<file path="config.mk">
export PLATFORM = sky130hd
export DESIGN_NAME = packet_injector
export DESIGN_NICKNAME = d
export VERILOG_FILES = /design/src/rtl/packet_injector.sv
export SDC_FILE = /design/constraint.sdc
export NUM_CORES = 1
export LEC_CHECK = 0
export ABC_AREA = 1
export CORE_UTILIZATION = 60
export CTS_CLUSTER_SIZE = 8
export DETAILED_ROUTE_END_ITERATION = 7
export DONT_BUFFER_PORTS = 1
export PLACE_DENSITY_LB_ADDON = 0.25
export SYNTH_ARGS = -nofsm -noshare
export SYNTH_HDL_FRONTEND = slang
export SYNTH_SLANG_ARGS = --single-unit
</file>
<file path="constraint.sdc">
create_clock -name clk -period 1.9 [get_ports clk]
set_input_delay 0.285 -clock clk [delete_from_list [all_inputs] [get_ports clk]]
set_output_delay 0.285 -clock clk [all_outputs]
set_load 0.01 [all_outputs]
</file>
<file path="src/rtl/packet_injector.sv">
// Source-side NoC injector: turns a (dst, len) request plus payload words into
// a HEADER/BODY/TAIL flit stream on one router input link with enable/ack backpressure.
package packet_injector_pkg;
    localparam int COORD_W   = 4;
    localparam int PAYLOAD_W = 16;

    typedef struct packed {
        logic [COORD_W-1:0] x;
        logic [COORD_W-1:0] y;
    } addr_t;

    typedef enum logic [1:0] {
        FLIT_HEADER = 2'd0,
        FLIT_BODY   = 2'd1,
        FLIT_TAIL   = 2'd2
    } flit_type_t;

    typedef struct packed {
        flit_type_t             ftype;
        logic [PAYLOAD_W-1:0]   payload;
    } flit_t;

    typedef struct packed {
        addr_t                                  dst_addr;
        logic [PAYLOAD_W-$bits(addr_t)-1:0]     rsvd;
    } control_hdr_t;
endpackage

module packet_injector
    import packet_injector_pkg::*;
#(
    parameter int X         = 1,
    parameter int Y         = 1,
    parameter int MAX_LEN   = 15,
    parameter int LEN_W     = $clog2(MAX_LEN + 1),
    parameter int PAYLOAD_W = packet_injector_pkg::PAYLOAD_W
) (
    input  logic                 clk,
    input  logic                 rst,
    input  logic                 req_valid,
    output logic                 req_ready,
    input  addr_t                req_dst,
    input  logic [LEN_W-1:0]     req_len,
    input  logic                 data_valid,
    output logic                 data_ready,
    input  logic [PAYLOAD_W-1:0] data,
    output flit_t                out_flit,
    output logic                 out_enable,
    input  logic                 out_ack,
    output logic                 pkt_sent,
    output logic                 err_self
);

    typedef enum logic [1:0] {
        S_IDLE  = 2'd0,
        S_BODY  = 2'd1,
        S_ZTAIL = 2'd2
    } state_t;

    localparam addr_t SELF_ADDR = '{x: COORD_W'(X), y: COORD_W'(Y)};

    state_t           r_state, w_state_nxt;
    logic [LEN_W-1:0] r_cnt, w_cnt_nxt;
    flit_t            r_flit, w_flit_nxt;
    logic             r_enable, w_enable_nxt;
    logic             r_pkt_sent, r_err_self, w_err_nxt;
    logic             w_slot_adv, w_req_fire, w_data_fire, w_self, w_tail_xfer;
    control_hdr_t     w_hdr;

    // The output slot can take a new flit when empty or draining this edge.
    assign w_slot_adv  = !r_enable || out_ack;
    assign req_ready   = (r_state == S_IDLE) && w_slot_adv;
    assign data_ready  = (r_state == S_BODY) && w_slot_adv;
    assign w_req_fire  = req_valid && req_ready;
    assign w_data_fire = data_valid && data_ready;
    assign w_self      = (req_dst == SELF_ADDR);
    assign w_tail_xfer = r_enable && out_ack && (r_flit.ftype == FLIT_TAIL);

    always_comb begin
        w_state_nxt  = r_state;
        w_cnt_nxt    = r_cnt;
        w_flit_nxt   = r_flit;
        w_enable_nxt = r_enable;
        w_err_nxt    = 1'b0;
        w_hdr        = '0;
        w_hdr.dst_addr = req_dst;

        // Anything not reloaded below leaves a bubble once the slot drains.
        if (w_slot_adv)
            w_enable_nxt = 1'b0;

        case (r_state)
            S_IDLE: begin
                if (w_req_fire) begin
                    if (w_self) begin
                        w_err_nxt = 1'b1;
                    end else begin
                        w_flit_nxt.ftype   = FLIT_HEADER;
                        w_flit_nxt.payload = w_hdr;
                        w_enable_nxt       = 1'b1;
                        w_cnt_nxt          = req_len;
                        w_state_nxt        = (req_len != '0) ? S_BODY : S_ZTAIL;
                    end
                end
            end
            S_BODY: begin
                if (w_data_fire) begin
                    w_flit_nxt.ftype   = (r_cnt == LEN_W'(1)) ? FLIT_TAIL : FLIT_BODY;
                    w_flit_nxt.payload = data;
                    w_enable_nxt       = 1'b1;
                    w_cnt_nxt          = r_cnt - LEN_W'(1);
                    if (r_cnt == LEN_W'(1))
                        w_state_nxt = S_IDLE;
                end
            end
            S_ZTAIL: begin
                // Zero-length packet: close the wormhole with an empty TAIL.
                if (w_slot_adv) begin
                    w_flit_nxt.ftype   = FLIT_TAIL;
                    w_flit_nxt.payload = '0;
                    w_enable_nxt       = 1'b1;
                    w_state_nxt        = S_IDLE;
                end
            end
            default: w_state_nxt = S_IDLE;
        endcase
    end

    always_ff @(posedge clk or negedge rst) begin
        if (!rst) begin
            r_state    <= S_IDLE;
            r_cnt      <= '0;
            r_flit     <= '0;
            r_enable   <= 1'b0;
            r_pkt_sent <= 1'b0;
            r_err_self <= 1'b0;
        end else begin
            r_state    <= w_state_nxt;
            r_cnt      <= w_cnt_nxt;
            r_flit     <= w_flit_nxt;
            r_enable   <= w_enable_nxt;
            r_pkt_sent <= w_tail_xfer;
            r_err_self <= w_err_nxt;
        end
    end

    assign out_flit   = r_flit;
    assign out_enable = r_enable;
    assign pkt_sent   = r_pkt_sent;
    assign err_self   = r_err_self;

endmodule

</file>
==> qor.txt <==
Power Density -> 1550 nW/um^2
Final ANT Viol Nets -> 0
Post-synth top area share -> 0.393
Vias/cell -> 5.47
Crit start category -> register
Min Clock Period, post-route -> 1.71 ns
Worst endpoint required time -> 2.15 ns
Critical-path top delay cell -> dfrtp_1
Die height -> 55.5 um
Relative slew margins -> 0.726
Crit. End Element -> register
Dominant cells by area after synthesis -> dfrtp_1 (39%), nand2_1 (18%), nand4_1 (8.7%)
GP Congestion -> 0.844
Initial Util -> 0.628
DR pass1 iterations -> 4
Worst VDD drop -> 1.03 mV
Most frequent cells in the layout -> nand2_1 (83), inv_1 (31), dfrtp_1 (27)
Die area -> 3080 um^2
ANT cells -> 0
Post-Syn Instances -> 241
Pin count of the biggest net entering global routing -> 28
Outcome -> finished clean
Fillers -> 246
HP Class -> input port to register
Setup_tns -> 0 ns
Row count -> 19
Total grt overflow -> 0
Crit. Startpoint -> r_state[0]$_DFFE_PN0P_
Clock Sinks -> 27
Worst Setup EP -> out_flit[17]$_DFFE_PN0P_
CP cell instances -> inv_1 > ha_1 > inv_1 > a21oi_4 > nor2_8 > nand3_4 > nand2_1 > nand2_1
Num CTS Buffers -> 3
Critical Path Fanout Max -> 18
Final HPWL DP -> 2650 um
Syn nets -> 280
# hold bufs at CTS -> 2
R2r endpoint -> out_flit[17]$_DFFE_PN0P_
Number of global-route vias before repair -> 1,350
Initial drt markers -> 75
Flops & latches, synth -> 27
Post-CTS Setup Inserts -> 0
Commonest non-fill, non-tap cell in the layout -> nand2_1
Nets@finish -> 282
Final Instance Area -> 1800 um^2
Cells on worst reg2reg path -> 8
Tcrit/Tclk final -> 0.901
Clock-pin transition on the worst setup and hold timing paths -> 0.15 ns
Reg-to-Reg Start -> r_state[0]$_DFFE_PN0P_
Synth warn -> 0
Setup WS post-layout -> 0.187 ns
Crit path kind -> register to register
CTS tree -> built
IO buf count -> 0
Hold Vio Cnt, Final -> 0
Post-CTS sizing -> 0
Setup-failing EPs final -> 0
Number of top-level pins -> 56
WP data arrival -> 1.96 ns
DR vias -> 1,492
RSZ-0062 raised after global routing -> no
Post-synth top area cell -> dfrtp_1
Core Area -> 2730 um^2
Post-DP Area -> 1740 um^2
Fmax -> 584 MHz
Final Power -> 2.79 mW
Slowest stage delay, CP -> 0.42 ns
Die W -> 55.5 um
Lkg Pwr -> 1.01 nW
H-tree levels -> 1
Synth unique cells -> 20
Avg Cell Area, Syn -> 7.13 um^2
Initial antenna violation count -> 0
Setup Skew -> 0.00626 ns
Post-route DRC violation count -> 0
Post-Syn Area -> 1720 um^2
Routed length per instance -> 13.1 um
Drt total wl -> 3580 um
Pre-CTS WS -> 0.224 ns
Max Buffers Root-to-Sink -> 2
Clock Latency Late Sink -> 0.34 ns
Area delta synth->final -> 4.88%
Root Driver -> clkbuf_4
Least-Margin Pin Slew -> 0.410 ns
Layout cells sized above 1 -> 0.0744
Reg2reg setup slack -> 0.19 ns
Seq/Total Area, Yosys -> 0.393
Max_cap viols -> 0
First-pass GRT wire length -> 6010 um
Slew Viols, Final -> 0
GRT Overall Usage -> 0.254
==> state kept, by name (all words and copies together) (netlist names) <==
name and flops:
err_self 1, out_enable 1, out_flit 18, pkt_sent 1, r_cnt 4, r_state 2
==> report_power, final <==
part	total [mW]	internal [mW]	switching, mW
logic	1.44	0.489	0.947
registers	1.09	0.817	0.275
clock network	0.262	0.0810	0.181
total	2.79	1.39	1.40
==> final cells by class <==
cell class | count | area (um^2) | share of cell area
tap | 31 | 38.8 | 0.0215
inverter | 33 | 124 | 0.0688
clock inverter | 1 | 7.51 | 0.00417
multi-input combinational | 171 | 866 | 0.481
clock buffer | 3 | 22.5 | 0.0125
sequential | 27 | 676 | 0.375
timing repair buffer | 7 | 67.6 | 0.0375
==> worst max-delay path: cells and delay by family (launching register included) <==
family | cells | cell delay [ns]
AND/OR/NAND/NOR | 4 | 0.62
adder cells (fa/ha/maj) | 1 | 0.22
AO/OA/AOI/OAI | 1 | 0.08
flip-flops | 1 | 0.42
buffers and inverters | 2 | 0.28
==> how the worst min path moves through the flow <==
| stage | from | end | slack [ns] | cells after the start |
|---|---|---|---|---|
| finish | out_ack | pkt_sent$_DFF_PN0_ | 0.11 | 2 |
| global route | out_ack | pkt_sent$_DFF_PN0_ | 0.10 | 2 |
| global placement | rst | r_cnt[2]$_DFFE_PN0P_ | -0.01 | 0 |
| floorplan | rst | err_self$_DFF_PN0_ | -0.01 | 0 |
| CTS | out_ack | pkt_sent$_DFF_PN0_ | 0.10 | 2 |
| detailed placement | rst | r_cnt[3]$_DFFE_PN0P_ | -0.01 | 0 |
==> Yosys cell counts, drive strengths merged <==
cell,count
a21oi,7
nor2,19
o21ai,12
nor3,2
buf,7
nand2,84
clkbuf,3
inv,33
nand4,24
dfrtp,27
ha,6
nand3,17
==> metrics by stage <==
| stage | util | std cells | hold WS (ns) |
|---|---|---|---|
| after floorplan | - | 241 | -0.0106 |
| after global placement | 0.637 | 267 | -0.00961 |
| after detailed placement | 0.637 | 267 | -0.00986 |
| after CTS | 0.659 | 273 | 0.101 |
| after global routing | 0.659 | 273 | 0.100 |
| final | 0.659 | 273 | 0.108 |
==> layer usage <==
layer,track usage,vias to the layer above,share of wire
met2,0.396,56,0.46
met5,0,-,0
li1,-,780,-
met4,0.104,0,0.016
met1,0.335,650,0.45
met3,0.0679,6,0.071
==> cell families (layout without fill, tap and decap cells) <==
logic type | count (synthesis) | in the layout | share of synthesized area
and+or+nand+nor | 146 | 146 | 0.392
buffers and inverters | 43 | 44 | 0.103
DFF | 27 | 27 | 0.393
AOI/OAI and AO/OA | 19 | 19 | 0.0685
adders and majority gates | 6 | 6 | 0.0437
Note: power is estimated with default switching activity, not from simulation.
==> edit: new RTL, same settings <==
Encoding of `state_t`: now one-hot (3 bits for 3 states).
--- a/src/rtl/packet_injector.sv
+++ b/src/rtl/packet_injector.sv
@@ -51,10 +51,10 @@
     output logic                 err_self
 );
 
-    typedef enum logic [1:0] {
-        S_IDLE  = 2'd0,
-        S_BODY  = 2'd1,
-        S_ZTAIL = 2'd2
+    typedef enum logic [2:0] {
+        S_IDLE  = 3'b001,
+        S_BODY  = 3'b010,
+        S_ZTAIL = 3'b100
     } state_t;
 
     localparam addr_t SELF_ADDR = '{x: COORD_W'(X), y: COORD_W'(Y)};
Check against the original RTL: same outputs for any inputs over 10 cycles, from zero or initial values and one cycle with rst low; not proved beyond that.
==> edit against the original RTL <==
- power is 6.1% higher
- critical path depth is 4 lower
- synthesized area is 3.9% higher
- wire length is 0.11% lower
- count of clock-buffer cells in the layout stayed put
- maximum frequency is 3.1% higher
- cell count is 2.2% higher
- worst setup slack better by 52 ps
- sequential cell count is 1 higher
- cell area is 4.0% higher
- first-iteration DRC count is 8.0% lower
- largest cell class unchanged
- highest routed layer unchanged
==> edit: results (changes against the original RTL) <==
slowest cell on the critical path = dfrtp_1
Arrival @ worst endpoint = 1380 ps (-580 ps)
layout cells sized above 1 = 10.1% (+2.6 points)
Crit Path Max Fanout = 10 (-8)
status = completed
Clock Skew = 4.02 ps (-2.23 ps)
most used flip-flop cell after synthesis = dfrtp_1
DR vias = 1,500 (+0.54%)
DRT met1 WL = 1620 um (+0.93%)
final wirelength = 3570 um (-0.11%)
worst slack at placement = 317 ps (+93.4 ps)
r2r setup slk = 280 ps (+90 ps)
commonest cells in the netlist = nand2_1, inv_1, dfrtp_1
DR WL met3 = 237 um (-6.3%)
GP Congestion = 0.912 (+8.1%)
worst slew pin tran = 311 ps (-99.0 ps)
Worst R2R Start = r_state[0]
Fill cells = 255 (+3.7%)
dominant cells by area after synthesis = dfrtp_1, nand2_1, inv_1, o21bai_1, nand3_1
hold path depth = 2 (unchanged)
largest net degree at the start of global routing = 29 (+3.6%)
Largest register FFs = 18 (unchanged)
Hold Buf Count CTS = 2 (unchanged)
met1 Use GR = 33.2% (-0.25 points)
met2 Usage GRT = 36.1% (-3.5 points)
clock-pin slew on the worst setup and hold paths = 150 ps (about the same)
metal2 WL = 1690 um (+2.1%)
slowest stage delay, CP = 450 ps (+30 ps)
Cell Int Power = 1590 uW (+15%)
Critical path destination = data_ready
global-route track usage on met3 = 4.15% (-2.6 points)
Seq/Total Area, Yosys = 39.3% (about the same)
Worst Setup SP = r_state[2]
vias in the first global route = 1,323 (-2.0%)
R2R depth = 7 (-1)
VDD IR-drop max = 0.00104 V (+1.2%)
synth warn = 0 (unchanged)
setup bufs post-CTS = 0 (unchanged)
hold path endpoint = pkt_sent
1st-iter DRT viols = 69 (-8.0%)
H-tree Lvls = 1 (unchanged)
clk pwr = 394 uW (+50%)
post-synthesis cell type count = 27 (+35%)
post_cts resized = 0 (unchanged)
Post-DP Area = 1790 um^2 (+2.8%)
Worst R2R End = out_flit[17]
family with the most delay on the worst path = flip-flops
All-Layer GR Usage = 23.4% (-2.0 points)
leakage = 0.00107 uW (+6.9%)
n_diodes = 0 (unchanged)
first-pass GRT wire length = 5880 um (-2.2%)
DP Wirelength = 2590 um (-2.0%)
post-route insts no fill = 279 (+2.2%)
P_seq = 1150 uW (+6%)
Fmax = 0.602 GHz (+3.1%)
Avg Synthesized Cell Area = 7.22 um^2 (+1.3%)
Inst Count DP = 273 (+2.2%)
final hold slack = 43.7 ps (-64.3 ps)
==> edit: changes by cell type after synthesis, sizes merged, moves of 6 or more <==
cell and change:
o21ai +7, o21bai +18, a21oi -6, inv +13, nand4 -23, nand3 +10
nand2 -15
==> edit: logic make-up after synthesis <==
group / after synthesis / share of synthesized area [%]
and+or+nand+nor: 122 / 31.5
DFF: 28 / 39.3
xor gates and xnor gates: 1 / 0.491
adders and majority gates: 2 / 1.40
AOI/OAI and AO/OA: 40 / 14.5
buffers and inverters: 54 / 12.8
==> edit: area by class of cell <==
| cell class | count | area, um^2 | area share (%) |
|---|---|---|---|
| Clock buffer | 3 | 22.5 | 1.20 |
| Clock inverter | 1 | 30.0 | 1.60 |
| Inverter | 46 | 173 | 9.22 |
| Multi-Input combinational cell | 165 | 855 | 45.6 |
| Sequential cell | 28 | 702 | 37.5 |
| Tap cell | 31 | 38.8 | 2.07 |
| Timing Repair Buffer | 5 | 52.6 | 2.81 |
